$ cat config.mk
export PLATFORM = sky130hd
export DESIGN_NAME = dswb_zone_distributor
export DESIGN_NICKNAME = d
export VERILOG_FILES = /design/src/rtl/dswb_pkg.sv /design/src/rtl/dswb_zone_pop_counter.sv /design/src/rtl/dswb_zone_distributor.sv
export SDC_FILE = /design/constraint.sdc
export NUM_CORES = 1
export LEC_CHECK = 0
export CORE_ASPECT_RATIO = 2
export CORE_MARGIN = 3
export CORE_UTILIZATION = 40
export DETAILED_ROUTE_END_ITERATION = 8
export PLACE_DENSITY = 0.64
export SLEW_MARGIN = 20
export SYNTH_ARGS = -nofsm -noshare
export SYNTH_HDL_FRONTEND = slang
export SYNTH_HIERARCHICAL = 1
export SYNTH_SLANG_ARGS = --single-unit
$ cat constraint.sdc
create_clock -name clk -period 4.5 [get_ports clk]
set_input_delay 0.9 -clock clk [delete_from_list [all_inputs] [get_ports clk]]
set_output_delay 0.9 -clock clk [all_outputs]
set_load 0.05 [all_outputs]
$ cat src/rtl/dswb_pkg.sv
// Shared types, width helpers and saturating arithmetic for the DSWB zone
// distributor and its population counters.
package dswb_pkg;

  // state  | meaning
  // IDLE   | waiting for tick
  // SUM    | accumulate one zone demand per cycle
  // DECIDE | compare total demand against level
  // RATION | serve zones that still fit the remainder
  // APPLY  | deduct draw, pulse done
  typedef enum logic [2:0] {IDLE, SUM, DECIDE, RATION, APPLY} dist_state_t;

  function automatic int unsigned clog2_min1(input int unsigned n);
    return (n > 1) ? $clog2(n) : 1;
  endfunction

  function automatic int unsigned sat_add(input int unsigned a, input int unsigned b,
                                          input int unsigned max_v);
    return (a + b > max_v) ? max_v : a + b;
  endfunction

  function automatic int unsigned sat_sub(input int unsigned a, input int unsigned b);
    return (b > a) ? 32'd0 : a - b;
  endfunction

endpackage

$ cat src/rtl/dswb_zone_pop_counter.sv
// One saturating zone population counter; simultaneous add and subtract
// cancel out.
module dswb_zone_pop_counter
  import dswb_pkg::*;
#(
  parameter int POP_W    = 9,
  parameter int RATE_W   = 8,
  parameter int INIT_POP = 50
) (
  input  logic              clk,
  input  logic              reset,
  input  logic              i_add,
  input  logic              i_sub,
  input  logic [RATE_W-1:0] i_rate,
  output logic [POP_W-1:0]  o_pop
);

  localparam int unsigned MAX_POP = (32'd1 << POP_W) - 32'd1;

  logic [POP_W-1:0] r_pop;

  always_ff @(posedge clk) begin
    if (reset)
      r_pop <= POP_W'(INIT_POP);
    else if (i_add && !i_sub)
      r_pop <= POP_W'(sat_add(32'(r_pop), 32'(i_rate), MAX_POP));
    else if (i_sub && !i_add)
      r_pop <= POP_W'(sat_sub(32'(r_pop), 32'(i_rate)));
  end

  assign o_pop = r_pop;

endmodule

$ cat src/rtl/dswb_zone_distributor.sv
// Multi-zone reservoir distributor: per-zone demand summed over several cycles,
// then full supply or rationing. Define DSWB_PRIORITY_ROTATE_EN for a rotating ration start.
module dswb_zone_distributor
  import dswb_pkg::*;
#(
  parameter int NUM_ZONES    = 4,
  parameter int POP_W        = 9,
  parameter int LVL_W        = 10,
  parameter int RATE_W       = 8,
  parameter int COLL_W       = 6,
  parameter int MAX_LEVEL    = 1000,
  parameter int INIT_LEVEL   = 500,
  parameter int INIT_POP     = 50,
  parameter int DEMAND_NUM   = 9,
  parameter int DEMAND_SHIFT = 3
) (
  input  logic                       clk,
  input  logic                       reset,
  input  logic [NUM_ZONES-1:0]       pop_add,
  input  logic [NUM_ZONES-1:0]       pop_sub,
  input  logic [RATE_W-1:0]          pop_rate,
  input  logic                       rain_add,
  input  logic [COLL_W-1:0]          collect_rate,
  input  logic                       tick,
  output logic [NUM_ZONES*POP_W-1:0] zone_pop,
  output logic [LVL_W-1:0]           reservoir_level,
  output logic                       busy,
  output logic                       done,
  output logic [NUM_ZONES-1:0]       supplied,
  output logic                       underflow,
  output logic                       overflow
);

  localparam int IDX_W  = clog2_min1(NUM_ZONES);
  localparam int DEM_W  = POP_W + 4;
  localparam int TOT_W  = DEM_W + $clog2(NUM_ZONES);
  localparam int CMP_W  = ((TOT_W > LVL_W) ? TOT_W : LVL_W) + 1;
  localparam int SUM_W  = ((LVL_W > COLL_W) ? LVL_W : COLL_W) + 2;
  localparam int PROD_W = POP_W + 16;

  dist_state_t          r_state, w_state_nxt;
  logic [POP_W-1:0]     w_pop  [NUM_ZONES];
  logic [POP_W-1:0]     r_snap [NUM_ZONES];
  logic [IDX_W-1:0]     r_idx, w_start, w_zone;
  logic [IDX_W:0]       w_rot;
  logic [DEM_W-1:0]     w_dem;
  logic [TOT_W-1:0]     r_acc;
  logic [LVL_W-1:0]     r_level, r_rem, r_draw, w_draw_apply;
  logic [SUM_W-1:0]     w_lvl_sum;
  logic [COLL_W-1:0]    w_rain;
  logic                 w_last, w_fits_all, w_fits_zone, w_clip;
  logic [NUM_ZONES-1:0] r_supplied;
  logic                 r_underflow, r_done, r_overflow;

  function automatic logic [DEM_W-1:0] demand(input logic [POP_W-1:0] p);
    logic [PROD_W-1:0] prod;
    prod = PROD_W'(p) * PROD_W'(DEMAND_NUM);
    return DEM_W'(prod >> DEMAND_SHIFT);
  endfunction

  function automatic logic [IDX_W-1:0] wrap_idx(input logic [IDX_W:0] v);
    return (v >= (IDX_W+1)'(NUM_ZONES)) ? IDX_W'(v - (IDX_W+1)'(NUM_ZONES)) : IDX_W'(v);
  endfunction

  for (genvar g = 0; g < NUM_ZONES; g++) begin : g_zone
    dswb_zone_pop_counter #(
      .POP_W(POP_W), .RATE_W(RATE_W), .INIT_POP(INIT_POP)
    ) u_cnt (
      .clk   (clk),
      .reset (reset),
      .i_add (pop_add[g]),
      .i_sub (pop_sub[g]),
      .i_rate(pop_rate),
      .o_pop (w_pop[g])
    );
    assign zone_pop[g*POP_W +: POP_W] = w_pop[g];
  end

  assign w_last = (r_idx == IDX_W'(NUM_ZONES - 1));

`ifdef DSWB_PRIORITY_ROTATE_EN
  logic [IDX_W-1:0] r_start;
  always_ff @(posedge clk) begin
    if (reset)
      r_start <= '0;
    else if (r_state == RATION && w_last)
      r_start <= wrap_idx((IDX_W+1)'(r_start) + (IDX_W+1)'(1));
  end
  assign w_start = r_start;
`else
  assign w_start = '0;
`endif

  assign w_rot       = (IDX_W+1)'(w_start) + (IDX_W+1)'(r_idx);
  assign w_zone      = (r_state == RATION) ? wrap_idx(w_rot) : r_idx;
  assign w_dem       = demand(r_snap[w_zone]);
  assign w_fits_all  = CMP_W'(r_level) >= CMP_W'(r_acc);
  assign w_fits_zone = CMP_W'(r_rem) >= CMP_W'(w_dem);

  // Draw comes off before rain is added, so inflow is never masked by a draw.
  assign w_rain    = rain_add ? collect_rate : '0;
  assign w_lvl_sum = SUM_W'(r_level) - SUM_W'(w_draw_apply) + SUM_W'(w_rain);
  assign w_clip    = w_lvl_sum > SUM_W'(MAX_LEVEL);

  always_ff @(posedge clk) begin
    if (reset) r_state <= IDLE;
    else       r_state <= w_state_nxt;
  end

  always_comb begin
    w_state_nxt = r_state;
    case (r_state)
      IDLE:    if (tick)   w_state_nxt = SUM;
      SUM:     if (w_last) w_state_nxt = DECIDE;
      DECIDE:  w_state_nxt = w_fits_all ? APPLY : RATION;
      RATION:  if (w_last) w_state_nxt = APPLY;
      APPLY:   w_state_nxt = IDLE;
      default: w_state_nxt = IDLE;
    endcase
  end

  always_comb begin
    busy         = (r_state != IDLE);
    w_draw_apply = '0;
    if (r_state == APPLY) w_draw_apply = r_draw;
  end

  always_ff @(posedge clk) begin
    if (reset) begin
      r_idx       <= '0;
      r_acc       <= '0;
      r_rem       <= '0;
      r_draw      <= '0;
      r_supplied  <= '0;
      r_underflow <= 1'b0;
      r_done      <= 1'b0;
      r_overflow  <= 1'b0;
      r_level     <= LVL_W'(INIT_LEVEL);
      for (int i = 0; i < NUM_ZONES; i++) r_snap[i] <= '0;
    end else begin
      r_done     <= (r_state == APPLY);
      r_overflow <= w_clip;
      r_level    <= w_clip ? LVL_W'(MAX_LEVEL) : LVL_W'(w_lvl_sum);
      case (r_state)
        IDLE: if (tick) begin
          r_snap <= w_pop;
          r_acc  <= '0;
          r_idx  <= '0;
        end
        SUM: begin
          r_acc <= r_acc + TOT_W'(w_dem);
          r_idx <= w_last ? '0 : r_idx + IDX_W'(1);
        end
        DECIDE: begin
          if (w_fits_all) begin
            r_supplied  <= '1;
            r_underflow <= 1'b0;
            r_draw      <= LVL_W'(r_acc);
          end else begin
            r_supplied  <= '0;
            r_underflow <= 1'b1;
            r_draw      <= '0;
            r_rem       <= r_level;
          end
        end
        RATION: begin
          // Skipped zones do not stop the scan; a smaller later zone may still fit.
          if (w_fits_zone) begin
            r_supplied[w_zone] <= 1'b1;
            r_rem              <= r_rem - LVL_W'(w_dem);
            r_draw             <= r_draw + LVL_W'(w_dem);
          end
          r_idx <= w_last ? '0 : r_idx + IDX_W'(1);
        end
        default: ;
      endcase
    end
  end

  assign reservoir_level = r_level;
  assign done            = r_done;
  assign supplied        = r_supplied;
  assign underflow       = r_underflow;
  assign overflow        = r_overflow;

endmodule

==> metrics <==
GP Congestion=0.907; vias in the first global route=11100; RSZ-0062 raised after global routing=true; max-cap violation count=0; Worst Hold Class=flip-flop to flip-flop; Fill cells=2819; Critical Path End=r_rem[5]; initial antenna violation count=0; post-synthesis sequential area ratio=22.5%; die area=30900 um^2; clk buf depth=2; commonest non-fill, non-tap cells in the layout=nand2_1 (151), a21oi_1 (141), inv_1 (137); Post-Place Worst Slack=-0.0226 ns; Worst Skew=0.00908 ns; P&R area growth vs syn=17.7%; Synth async-reset ratio=0%; CP Max Fanout=5; hold_ws=0.459 ns; # hold bufs at CTS=0; DIE WIDTH=126 um; Clock Sinks=129; Reg2Reg Depth=22; synth warn=6; reg2reg start=r_idx[1]; Multi-input gate area=8200 um^2; worst setup margin=0.0865 ns; Worst-Margin Slew=0.932 ns; Hold Crit Depth=2; status=complete, no violations; GR Overflow Total=0; share of layout cells above drive strength 1=9.49%; row cnt=87; # IOs=80; commonest non-fill, non-tap cell in the layout=nand2_1; Synth cell types=71; # setup viols final=0; Total Power=5790 uW; I/O Buffers=79; Post-DRT Antenna Nets=0; Vias/cell=5.89; Synth Flop Type=dfxtp_1; leakage=0.00565 uW; number of flops mapped to enable cells by yosys=0; r2r setup slk=0.09 ns; total number of vias=11300; CTS tree=built; core area=28300 um^2; synthesized instance count=1482; DR DRC count=0; Num CTS Buffers=17; Critical Path End Type=flip-flop; H-tree depth=4; drt wl/cell=18.9 um; n_diodes=0; synthesized net count=1661; Crit path required time=4.85 ns; DRC marker count from the first detailed-route iteration=691; Max-slew headroom=37.6%; Final min period=4.41 ns; drt pass-1 iters=6; Root Driver=clkbuf_16; pin count of the biggest net entering global routing=88; Tcrit/Tclk final=98.1%; clk slew on worst S/H paths=0.06 ns; Worst EP arrival=4.76 ns; Initial Util=40.6%; Hold Fails Final Rpt=0; kind of critical path=flip-flop to flip-flop; critical-path cell list=buf_12 > mux4_2 > ha_4 > inv_2 > fa_2 > nor2b_1 > o21ai_1 > a21boi_1 > o21ai_1 > nand2_1 > xor2_2 > inv_2 > ha_4 > nand4_1 > o221ai_2 > o21ai_2 > a211oi_2 > o31a_1 > buf_6 > clkbuf_16 > nor2_1 > a311oi_2; fmax=0.227 GHz; Max stage delay on crit path=0.55 ns; final core occ=47.8%; Final Max Slew Viols=0; register area=2590 um^2; Worst VDD drop=0.000318 V; Mapped Area=11500 um^2; Die Ht=246 um; Final nets=1736; Crit. Startpoint=r_idx[1]; FF+latch count, synth=129; Mean Syn Cell Area=7.75 um^2; Pwr Density=428 nW/um^2; Worst setup SP type=flip-flop; DP HPWL=28300 um; final WL=36400 um; Total GRT Usage=22.8%; first-pass GRT wire length=56500 um; clock latency on the worst-skew pair=0.44 ns; CP max-delay cell=mux4_2; worst r2r dst=r_rem[5]
how the worst min path moves through the flow:
stage | start | endpoint | slack [ns]
after floorplan | r_snap[17] | r_snap[17] | 0.43
after global placement | r_snap[4] | r_snap[4] | 0.44
after detailed placement | r_snap[20] | r_snap[20] | 0.45
after CTS | r_snap[20] | r_snap[20] | 0.46
after global routing | r_snap[10] | r_snap[10] | 0.48
final | r_snap[20] | r_snap[20] | 0.46
through the flow:
step	TNS [ns]	std cells	area (um^2)
CTS	0	1916	13300
floorplan	0	1482	11500
global placement	0	1884	12700
global route	-0.822	1926	13500
detailed placement	-0.0259	1884	12700
finish	0	1926	13500
what timing repair did:
| item | in CTS | in global routing |
|---|---|---|
| endpoints found under the setup margin | 6 | 36 |
| gates cloned | 0 | 3 |
| resized for setup | 2 | 28 |
| pin swaps | 2 | 14 |
| setup buffers | 0 | 7 |
| endpoints found under the hold margin | 0 | 0 |
cells in the mapped netlist (23+ instances only):
master,instances,area share (%)
nor3_1,33,1.4
o21ai_0,75,3.3
nor2_1,102,3.3
a21oi_1,144,6.3
xnor2_1,29,2.2
nand2b_1,24,1.3
dfxtp_1,129,22
and2_1,29,1.6
clkbuf_1,34,1.1
nand3_1,35,1.5
inv_1,139,4.5
nor2b_1,23,1.3
nand2_1,151,4.9
a31oi_1,23,1.3
ha_1,139,15
a211oi_1,28,1.8
worst max-delay path: cells and delay by family (launching register included):
| kind | cells | cell delay (ns) |
|---|---|---|
| flip-flops | 1 | 0.39 |
| adder cells (fa/ha/maj) | 3 | 0.97 |
| multiplexers | 1 | 0.55 |
| AND/OR/NAND/NOR | 4 | 0.40 |
| AO/OA/AOI/OAI | 8 | 1.37 |
| buffers and inverters | 5 | 0.47 |
| XOR/XNOR | 1 | 0.17 |
where the power goes:
part | internal (uW) | switching (uW)
clock network | 881 | 543
logic | 1140 | 1750
registers | 1260 | 209
cell families (layout without fill, tap and decap cells):
group,after synthesis,in the layout,synth area share (%)
and+or+nand+nor,460,460,19.0
xor gates and xnor gates,37,37,2.82
AOI/OAI and AO/OA,479,479,28.1
buffers and inverters,206,294,7.43
DFF,129,129,22.5
muxes,18,18,2.59
adders and majority gates,153,153,17.6
layout make-up:
type | count | area share (%)
multi-input cells | 1147 | 60.6
flip-flops and latches | 129 | 19.1
repair buffers | 119 | 8.67
inverters | 143 | 3.97
clock buffers | 22 | 3.36
well taps | 356 | 3.29
clock inverters | 10 | 0.999
flip-flops by register name (all words and copies together) (netlist names), 2 cells and up:
signal              cells
g_zone.u_cnt/o_pop     36
r_snap                 36
r_acc                  15
r_draw                 10
r_rem                  10
reservoir_level        10
supplied                4
r_state                 3
r_idx                   2
per-layer routing:
metal,global-route usage [%],vias up,part of all wire [%]
met5,0,-,0
met4,13.9,0,6.5
met3,3.07,117,3.7
met2,45.6,359,56
met1,21.3,5360,34
li1,-,5502,-
(Power assumes the default switching activity.)
